`src/rtl/gb_io_responder.sv`:
```
// ============================================================================
// Module  : gb_io_responder
// Purpose : CPU-side I/O responder owning IF/IE, DIV/TIMA/TMA/TAC and,
//           when GB_IO_HRAM_EN is defined, 127-byte HRAM at 0xFF80-0xFFFE.
// Revision: 1.0 - initial release
// ============================================================================
`default_nettype none

module gb_io_responder #(
  parameter int          DIV_WIDTH     = 16,
  parameter logic [7:0]  UNMAPPED_READ = 8'hFF
) (
  input  logic        clk,
  input  logic        reset,
  input  logic [15:0] addr_i,
  input  logic [7:0]  wdata_i,
  input  logic        wr_i,
  output logic [7:0]  rdata_o,
  output logic        hit_o,
  input  logic [4:0]  irq_i,
  input  logic        clear_interrupt_flag,
  output logic [7:0]  reg_IF,
  output logic [7:0]  reg_IE
);

  localparam logic [15:0] C_ADDR_DIV  = 16'hFF04;
  localparam logic [15:0] C_ADDR_TIMA = 16'hFF05;
  localparam logic [15:0] C_ADDR_TMA  = 16'hFF06;
  localparam logic [15:0] C_ADDR_TAC  = 16'hFF07;
  localparam logic [15:0] C_ADDR_IF   = 16'hFF0F;
  localparam logic [15:0] C_ADDR_IE   = 16'hFFFF;

  logic [DIV_WIDTH-1:0] r_div;
  logic [7:0]           r_tima;
  logic [7:0]           r_tma;
  logic [2:0]           r_tac;
  logic [4:0]           r_if;
  logic [7:0]           r_ie;
  logic                 r_div_bit_q;

  logic w_wr_div, w_wr_tima, w_wr_tma, w_wr_tac, w_wr_if, w_wr_ie;
  logic w_div_bit;
  logic w_tick;
  logic w_overflow;
  logic [4:0] w_hw_set;
  logic [4:0] w_pending;
  logic [4:0] w_clr;
  logic [4:0] w_if_next;
  logic       w_unused;

  // Bit 2 of irq_i is not used; the timer request comes from TIMA overflow.
  assign w_unused = irq_i[2];

  assign w_wr_div  = wr_i && (addr_i == C_ADDR_DIV);
  assign w_wr_tima = wr_i && (addr_i == C_ADDR_TIMA);
  assign w_wr_tma  = wr_i && (addr_i == C_ADDR_TMA);
  assign w_wr_tac  = wr_i && (addr_i == C_ADDR_TAC);
  assign w_wr_if   = wr_i && (addr_i == C_ADDR_IF);
  assign w_wr_ie   = wr_i && (addr_i == C_ADDR_IE);

  always_comb begin
    w_div_bit = r_div[9];
    case (r_tac[1:0])
      2'b00:   w_div_bit = r_div[9];
      2'b01:   w_div_bit = r_div[3];
      2'b10:   w_div_bit = r_div[5];
      default: w_div_bit = r_div[7];
    endcase
  end

  // Falling edge seen against last cycle's copy, so a DIV reset glitch also ticks.
  assign w_tick     = r_tac[2] && r_div_bit_q && !w_div_bit;
  assign w_overflow = w_tick && !w_wr_tima && (r_tima == 8'hFF);

  // Lowest-index pending interrupt is the one acknowledged.
  assign w_pending = r_if & r_ie[4:0];
  assign w_clr     = clear_interrupt_flag ? (w_pending & (~w_pending + 5'd1)) : 5'd0;
  assign w_hw_set  = {irq_i[4], irq_i[3], w_overflow, irq_i[1], irq_i[0]};
  assign w_if_next = w_hw_set | (w_wr_if ? wdata_i[4:0] : (r_if & ~w_clr));

  always_ff @(posedge clk or negedge reset) begin
    if (!reset) begin
      r_div       <= '0;
      r_div_bit_q <= 1'b0;
    end else begin
      r_div       <= w_wr_div ? '0 : r_div + 1'b1;
      r_div_bit_q <= w_div_bit;
    end
  end

  always_ff @(posedge clk or negedge reset) begin
    if (!reset) begin
      r_tima <= 8'h00;
      r_tma  <= 8'h00;
      r_tac  <= 3'b000;
    end else begin
      if (w_wr_tma) begin
        r_tma <= wdata_i;
      end
      if (w_wr_tac) begin
        r_tac <= wdata_i[2:0];
      end
      if (w_wr_tima) begin
        r_tima <= wdata_i;
      end else if (w_overflow) begin
        r_tima <= w_wr_tma ? wdata_i : r_tma;
      end else if (w_tick) begin
        r_tima <= r_tima + 8'd1;
      end
    end
  end

  always_ff @(posedge clk or negedge reset) begin
    if (!reset) begin
      r_if <= 5'd0;
      r_ie <= 8'h00;
    end else begin
      r_if <= w_if_next;
      if (w_wr_ie) begin
        r_ie <= wdata_i;
      end
    end
  end

  assign reg_IF = {3'b111, r_if};
  assign reg_IE = r_ie;

`ifdef GB_IO_HRAM_EN
  logic [7:0] r_hram [0:126];
  logic       w_sel_hram;

  assign w_sel_hram = (addr_i[15:7] == 9'h1FF) && (addr_i[6:0] != 7'h7F);

  always_ff @(posedge clk) begin
    if (wr_i && w_sel_hram) begin
      r_hram[addr_i[6:0]] <= wdata_i;
    end
  end
`endif

  always_comb begin
    rdata_o = UNMAPPED_READ;
    hit_o   = 1'b0;
    case (addr_i)
      C_ADDR_DIV:  begin rdata_o = r_div[DIV_WIDTH-1 -: 8];  hit_o = 1'b1; end
      C_ADDR_TIMA: begin rdata_o = r_tima;                   hit_o = 1'b1; end
      C_ADDR_TMA:  begin rdata_o = r_tma;                    hit_o = 1'b1; end
      C_ADDR_TAC:  begin rdata_o = {5'b11111, r_tac};        hit_o = 1'b1; end
      C_ADDR_IF:   begin rdata_o = {3'b111, r_if};           hit_o = 1'b1; end
      C_ADDR_IE:   begin rdata_o = r_ie;                     hit_o = 1'b1; end
      default:     begin end
    endcase
`ifdef GB_IO_HRAM_EN
    if (w_sel_hram) begin
      rdata_o = r_hram[addr_i[6:0]];
      hit_o   = 1'b1;
    end
`endif
  end

endmodule

`default_nettype wire

```
`config.mk`:
```
export PLATFORM = sky130hd
export DESIGN_NAME = gb_io_responder
export DESIGN_NICKNAME = d
export VERILOG_FILES = /design/src/rtl/gb_io_responder.sv
export SDC_FILE = /design/constraint.sdc
export NUM_CORES = 1
export LEC_CHECK = 0
export ABC_CLOCK_PERIOD_IN_PS = 4200
export CAP_MARGIN = 20
export CORE_ASPECT_RATIO = 0.6
export CORE_MARGIN = 10
export CORE_UTILIZATION = 43
export CTS_CLUSTER_DIAMETER = 120
export DETAILED_ROUTE_END_ITERATION = 8
export GPL_ROUTABILITY_DRIVEN = 0
export GPL_TIMING_DRIVEN = 0
export MAX_ROUTING_LAYER = met4
export PLACE_DENSITY = 0.69
export SYNTH_ARGS = -nofsm -noshare
export SYNTH_HDL_FRONTEND = slang
export SYNTH_SLANG_ARGS = --single-unit
```
`constraint.sdc`:
```
create_clock -name clk -period 4.2 [get_ports clk]
set_clock_uncertainty 0.1 [all_clocks]
set_input_delay 1.26 -clock clk [delete_from_list [all_inputs] [get_ports clk]]
set_output_delay 1.26 -clock clk [all_outputs]
set_load 0.05 [all_outputs]
```
==> summary.md, run 1 <==
| Metric | Value |
|---|---|
| Status | `finished, violations left` |
| Failing checks | `negative setup slack` |
| Post-synthesis mux area share | `0.0855` |
| Starting Density | `0.455` |
| Clock latency on the worst-skew pair | `0.31 ns` |
| First-pass DRT Iterations | `5` |
| Area grow syn2layout | `36.9%` |
| Met3 wire length | `657 microns` |
| Root buf cell | `clkbuf_8` |
| Total CTS buffers | `5` |
| CP Buf/Inv Count | `3` |
| Via count | `2751` |
| Num rows | `22` |
| Crit-path slowest cell | `or4_4` |
| Complex-gate fraction of the synthesized area | `0.146` |
| Post-synthesis async set-or-reset flop share | `1.00` |
| Post-synthesis adder-cell area fraction | `0.00877` |
| Slew @ Worst Pin | `0.921 ns` |
| Synth warnings | `0` |
| Total grt overflow | `0` |
| Placed insts | `437` |
| Startpoint Class | `primary input` |
| Number of global-route vias before repair | `2652` |
| Max-Cap Viols | `0` |
| Worst r2r path cells | `5` |
| Worst hold path stage count | `1` |
| Peak VDD IR | `0.148 mV` |
| Final HPWL DP | `6.86 mm` |
| Syn Std Cell Area | `2850 sq um` |
| XOR/XNOR Fraction of Synth Area | `0.0522` |
| 1st-iter DRT viols | `208` |
| FF+latch count, synth | `49` |
| Crit path cell chain | `buf_8 -> or4_4 -> nor3_4 -> nor3b_4 -> buf_12 -> a22oi_2 -> nand4_1 -> buf_6` |
| Cells after Synth | `298` |
| Delay-heaviest family, CP | `simple AND/OR/NAND/NOR gates` |
| Largest net degree at the start of global routing | `32` |
| Max Slew Vio Count | `0` |
| Global-route wire length before repair | `14.5 mm` |
| Top sig layer | `met4` |
| Synth Flop Type | `dfrtp_1` |
| Reg2Reg Setup Slack | `1.75 ns` |
| Num ports | `58` |
| Post-synthesis cell type count | `51` |
| # nets final | `414` |
| Area contributors post-synth | `dfrtp_1, mux2_2, nand2_1, nor2_1, xnor2_1` |
| Setup repair after global routing missed its margin | `yes` |
| Register area share after synthesis | `0.430` |
| Synth top area share | `0.430` |
| H-tree depth | `2` |
| Leakage | `0.00164 uW` |
| Crit path largest cell delay | `0.57 ns` |
| Main combinational cell family by area after synthesis | `simple AND/OR/NAND/NOR gates` |
| Design Area, Final | `3910 sq um` |
| Reg2Reg Launch Point | `r_div[5]$_DFF_PN0_` |
| Worst path required time | `2.84 ns` |
| Port Buffer Count | `52` |
| Final WL | `9.28 mm` |
| Number of synthesized flops with an enable pin | `0` |
| Syn Area/Cell | `9.57 sq um` |
| Total core area | `6280 sq um` |
| Crit path DAT | `2.96 ns` |
| Post-synth top cells | `dfrtp_1, nand2_1, nor2_1` |
| Die area | `10400 sq um` |
| WL/cell | `20.0 microns` |
| # diodes | `0` |
| Hold Path Origin | `r_div[0]$_DFF_PN0_` |
| Max Buffers Root-to-Sink | `2` |
| Total power | `899 uW` |
| DP Area | `3540 sq um` |
| Tot GR Track Use | `0.174` |
| CTS tree | `yes` |
| Fin crit period | `4.32 ns` |
| Worst-path clk slew | `0.10 ns` |
| Synth area leader | `dfrtp_1` |
| Worst Setup SP | `addr_i[4]` |
| Crit path max fanout | `8` |
| Post-synthesis simple-gate area fraction | `0.240` |
| Clock sink count | `49` |
| Die Y | `83.1 microns` |
| DIE WIDTH | `125 microns` |
| Via density | `5.93` |
| WL met1 | `4.76 mm` |
| Power density over cell area | `230 nW/um^2` |
| Fin crit share | `1.03` |
| Met2 Wirelength | `3.79 mm` |
| Setup ws final | `-0.125 ns` |
| DRC viols | `0` |
| Max Freq | `0.231 GHz` |
| Normalized max-slew margin | `0.381` |
| R2r endpoint | `r_tima[5]$_DFFE_PN0P_` |
| Setup-failing EPs final | `7` |
| Initial antenna violation count | `0` |
| Crit. End Element | `output pin` |
| Share of cells above drive strength 1 | `0.295` |
| Final hold vios | `0` |
| WS Path Type | `primary input to output pin` |
| Non-Filler Instances | `464` |
| Most frequent cell after synthesis | `dfrtp_1` |
| Hold Path End | `r_div[0]$_DFF_PN0_` |
| Final ANT Viol Nets | `0` |
| Worst min-delay path class | `flip-flop to flip-flop` |
-- through the flow --
step | TNS [ns] | hold WS [ns] | worst slack (ns) | utilization
after floorplan | -0.483 | 0.347 | -0.106 | -
after global placement | -11.78 | 0.373 | -1.38 | 0.561
after detailed placement | -11.77 | 0.373 | -1.39 | 0.564
after CTS | -0.766 | 0.386 | -0.115 | 0.610
after global routing | -1.20 | 0.438 | -0.180 | 0.622
final | -0.739 | 0.389 | -0.125 | 0.622
-- layout make-up --
cell class,count,area (sq um)
flip-flops and latches,49,1230
clock buffers,6,82.6
fillers,527,2370
multi-input cells,234,1660
repair buffers,74,706
clock inverters,2,16.3
plain buffers,11,95.1
inverters,4,15.0
well taps,84,105
-- worst max path at each step --
stage	endpoint	slack [ns]	cells after the start
5_1_grt	rdata_o[4]	-0.18	8
6_report	rdata_o[7]	-0.12	8
4_1_cts	rdata_o[1]	-0.11	8
2_1_floorplan	rdata_o[1]	-0.11	6
3_5_place_dp	rdata_o[3]	-1.39	8
3_3_place_gp	rdata_o[3]	-1.38	8
-- registers in the layout (all words and copies together) (netlist names) --
name,count
r_if,5
r_tima,8
r_tac,3
reg_IE,8
r_div,16
r_tma,8
r_div_bit_q,1
-- layout by cell type, fill, tap and decap left out, drive strengths merged, types with 5 or more instances in the layout --
master         count
xnor2             11
clkbuf            14
a211o              6
mux2              17
nand4             11
nand3             10
nand2             37
and3               5
buf               47
nor3               8
nor2              34
a21oi              9
xor2               6
a22oi             12
inv                5
o21ai             17
a221o              5
clkdlybuf4s50     27
dfrtp             49
nor4               5
-- report_power, final --
part           switching, uW  internal [uW]  total, uW  leakage (uW)
Combinational           52.1           43.4       95.6      0.000991
Sequential              12.3            481        494      0.000598
Clock                    174            136        310     0.0000478
-- metal layers --
metal,global-route usage,vias to the layer above
met5,-,-
met4,0.0373,0
met3,0.0368,10
met2,0.233,129
met1,0.258,1360
li1,-,1252
-- kinds of logic after synthesis --
group	count (synthesis)
flops	49
buf+inv	17
fa+ha+maj	2
other cells	1
mux	21
xor+xnor	17
simple gates	130
compound gates	61
-- what timing repair did --
item                                    4_1_cts  5_1_grt
gates resized for setup                     117       32
pin swaps                                    20       17
cloned                                        0        0
endpoints found under the setup margin        9        8
setup buffers                                16        5
hold buffers                                  0        0
(Power assumes the default switching activity.)
==> run 2, diff against run 1 <==
CORE_MARGIN = 1.5   (was 10)
SLEW_MARGIN = 20   (was default)
==> run 2 against run 1 <==
  * The run still ends with negative setup slack left
  * Highest routed layer unchanged
  * Utilization fell by 0.29 points
  * Maximum frequency rose by 1.5%
  * Routed wire length is 6.8% lower
  * Sequential share of layout area rose by 0.28 points
  * Critical endpoint is now rdata_o[3]
==> summary.md, run 2 (synthesis gave the netlist of run 1 again) <==
| Metric | Value |
|---|---|
| Clock latency on the worst-skew pair | `0.31 ns (about the same)` |
| H-tree depth | `2 (unchanged)` |
| Total grt overflow | `0 (unchanged)` |
| Max Freq | `0.235 GHz (+1.5%)` |
| WS Path Type | `primary input to output pin` |
| Worst Setup SP | `addr_i[6]` |
| Setup repair after global routing missed its margin | `yes` |
| Final WL | `8.65 mm (-6.8%)` |
| Tot GR Track Use | `0.267 (+0.0933)` |
| # nets final | `413 (-0.24%)` |
| Fin crit period | `4.26 ns (-0.0645 ns)` |
| Die area | `7150 sq um (-31%)` |
| Failing checks | `negative setup slack` |
| Root buf cell | `clkbuf_8` |
| Num rows | `22 (unchanged)` |
| Final ANT Viol Nets | `0 (unchanged)` |
| Num ports | `58 (unchanged)` |
| Setup crit end | `rdata_o[3]` |
| Via count | `2764 (+0.47%)` |
| # diodes | `0 (unchanged)` |
| Setup-failing EPs final | `7 (unchanged)` |
| Largest net degree at the start of global routing | `50 (+56%)` |
| CP Buf/Inv Count | `2 (-1)` |
| Total core area | `6250 sq um (-0.44%)` |
| Leakage | `0.00163 uW (-0.51%)` |
| Setup ws final | `-0.0604 ns (+0.0645 ns)` |
| DIE WIDTH | `108 microns (-14%)` |
| Global-route wire length before repair | `13.8 mm (-4.7%)` |
| Crit-path slowest cell | `or4_4` |
| Power density over cell area | `232 nW/um^2 (+0.69%)` |
| Crit path largest cell delay | `0.57 ns (about the same)` |
| Startpoint Class | `primary input` |
| Fin crit share | `1.01 (-0.0153)` |
| Final hold vios | `0 (unchanged)` |
| Starting Density | `0.457 (+0.00200)` |
| Crit path cell chain | `buf_8 -> or4_4 -> nor2_1 -> nand2_1 -> a22oi_2 -> o2111ai_2 -> buf_6` |
| Crit path DAT | `2.90 ns (-0.06 ns)` |
| Reg area | `1230 sq um (unchanged)` |
| Normalized max-slew margin | `0.377 (-0.00433)` |
| Hold Path Origin | `r_div[0]$_DFF_PN0_` |
| Multi-input gate area | `1650 sq um (-0.53%)` |
| Max FFs per register | `16 (unchanged)` |
| Commonest non-fill, non-tap cell in the layout | `dfrtp_1` |
| Worst r2r path cells | `5 (unchanged)` |
| Max Slew Vio Count | `0 (unchanged)` |
| Worst-path clk slew | `0.11 ns (about the same)` |
| WL/cell | `18.7 microns (-6.6%)` |
| Delay-heaviest family, CP | `simple AND/OR/NAND/NOR gates` |
| Peak VDD IR | `0.135 mV (-8.9%)` |
| Reg2Reg Setup Slack | `1.62 ns (-0.13 ns)` |
| Area grow syn2layout | `35.7%` |
| 1st-iter DRT viols | `234 (+13%)` |
| Die Y | `66.1 microns (-20%)` |
| Biggest register | `r_div` |
| Number of global-route vias before repair | `2681 (+1.1%)` |
| Max Buffers Root-to-Sink | `2 (unchanged)` |
| Share of cells above drive strength 1 | `0.269 (-0.0256)` |
| Slew @ Worst Pin | `0.928 ns (+0.00644 ns)` |
| Status | `finished, violations left` |
| Most frequent cells in the layout | `dfrtp_1, nor2_1, nand2_1, clkdlybuf4s50_1, buf_4` |
| Max-Cap Viols | `0 (unchanged)` |
| Port Buffer Count | `52 (unchanged)` |
| Worst path required time | `2.84 ns (about the same)` |
| Final HPWL DP | `6.18 mm (-9.9%)` |
| DP Area | `3520 sq um (-0.50%)` |
| Via density | `5.97 (+0.69%)` |
| Crit. End Element | `output pin` |
| Reg2Reg Launch Point | `r_tac[0]$_DFFE_PN0P_` |
| Crit path max fanout | `5 (-3)` |
| Fillers | `496 (-5.9%)` |
| Clock sink count | `49 (unchanged)` |
| Initial antenna violation count | `0 (unchanged)` |
| Final worst hold slack | `0.400 ns (+0.0112 ns)` |
| Total CTS buffers | `5 (unchanged)` |
| DRC viols | `0 (unchanged)` |
| Worst min-delay path class | `flip-flop to flip-flop` |
| Crit path depth | `7 (-1)` |
| First-pass DRT Iterations | `5 (unchanged)` |
| Design Area, Final | `3870 sq um (-0.90%)` |
| CTS tree | `yes` |
| R2r endpoint | `r_tima[7]$_DFFE_PN0P_` |
| Post-CTS Hold Fix Bufs | `0 (unchanged)` |
-- run 2: changes by cell type in the layout (fill, tap and decap cells not counted), moves of 2 or more --
cell	change
buf_8	-2
buf_4	+4
clkbuf_2	-5
dlygate4sd2_1	+8
buf_6	-5
-- run 2: worst min path at each step --
stage	endpoint	slack (ns)	cells after the start
3_5_place_dp	r_div[0]$_DFF_PN0_	0.38	1
2_1_floorplan	r_div[0]$_DFF_PN0_	0.35	1
6_report	r_div[0]$_DFF_PN0_	0.40	1
4_1_cts	r_div[0]$_DFF_PN0_	0.39	1
5_1_grt	r_div[0]$_DFF_PN0_	0.43	1
3_3_place_gp	r_div[0]$_DFF_PN0_	0.38	1
-- run 2: per-stage QoR --
step                total power (uW)  TNS, ns  std cells  utilization  setup WS (ns)
floorplan                        532   -0.483        300            -         -0.106
detailed placement               586   -11.95        436        0.563          -1.43
CTS                              899   -0.572        463        0.618        -0.0924
global route                     936   -0.801        463        0.619         -0.116
finish                           897   -0.377        463        0.619        -0.0604
global placement                 585   -11.50        436        0.564          -1.38
-- run 2: layout make-up --
| cell class | instances | share of cell area |
|---|---|---|
| well taps | 84 | 0.0272 |
| inverters | 4 | 0.00388 |
| clock buffers | 5 | 0.0178 |
| plain buffers | 11 | 0.0242 |
| clock inverters | 3 | 0.00744 |
| multi-input cells | 234 | 0.426 |
| flip-flops and latches | 49 | 0.317 |
| repair buffers | 73 | 0.176 |
-- run 2: power by group --
part           switching [uW]  internal (uW)
registers                12.0            481
logic                    50.0           40.2
clock network             189            125
-- run 2: what timing repair did --
item	4_1_cts	5_1_grt
gates resized for setup	120	4
setup endpoints to repair	9	9
endpoints found under the hold margin	0	0
pin swaps	24	6
buffers inserted	20	1
-- run 2: per-layer routing --
metal  global-route usage  vias up  wire, microns
li1                     -     1255              -
met1                0.401     1323           4160
met2                0.354      178           3430
met3               0.0631        8            983
met4               0.0707        0             74
met5                    -        -              0
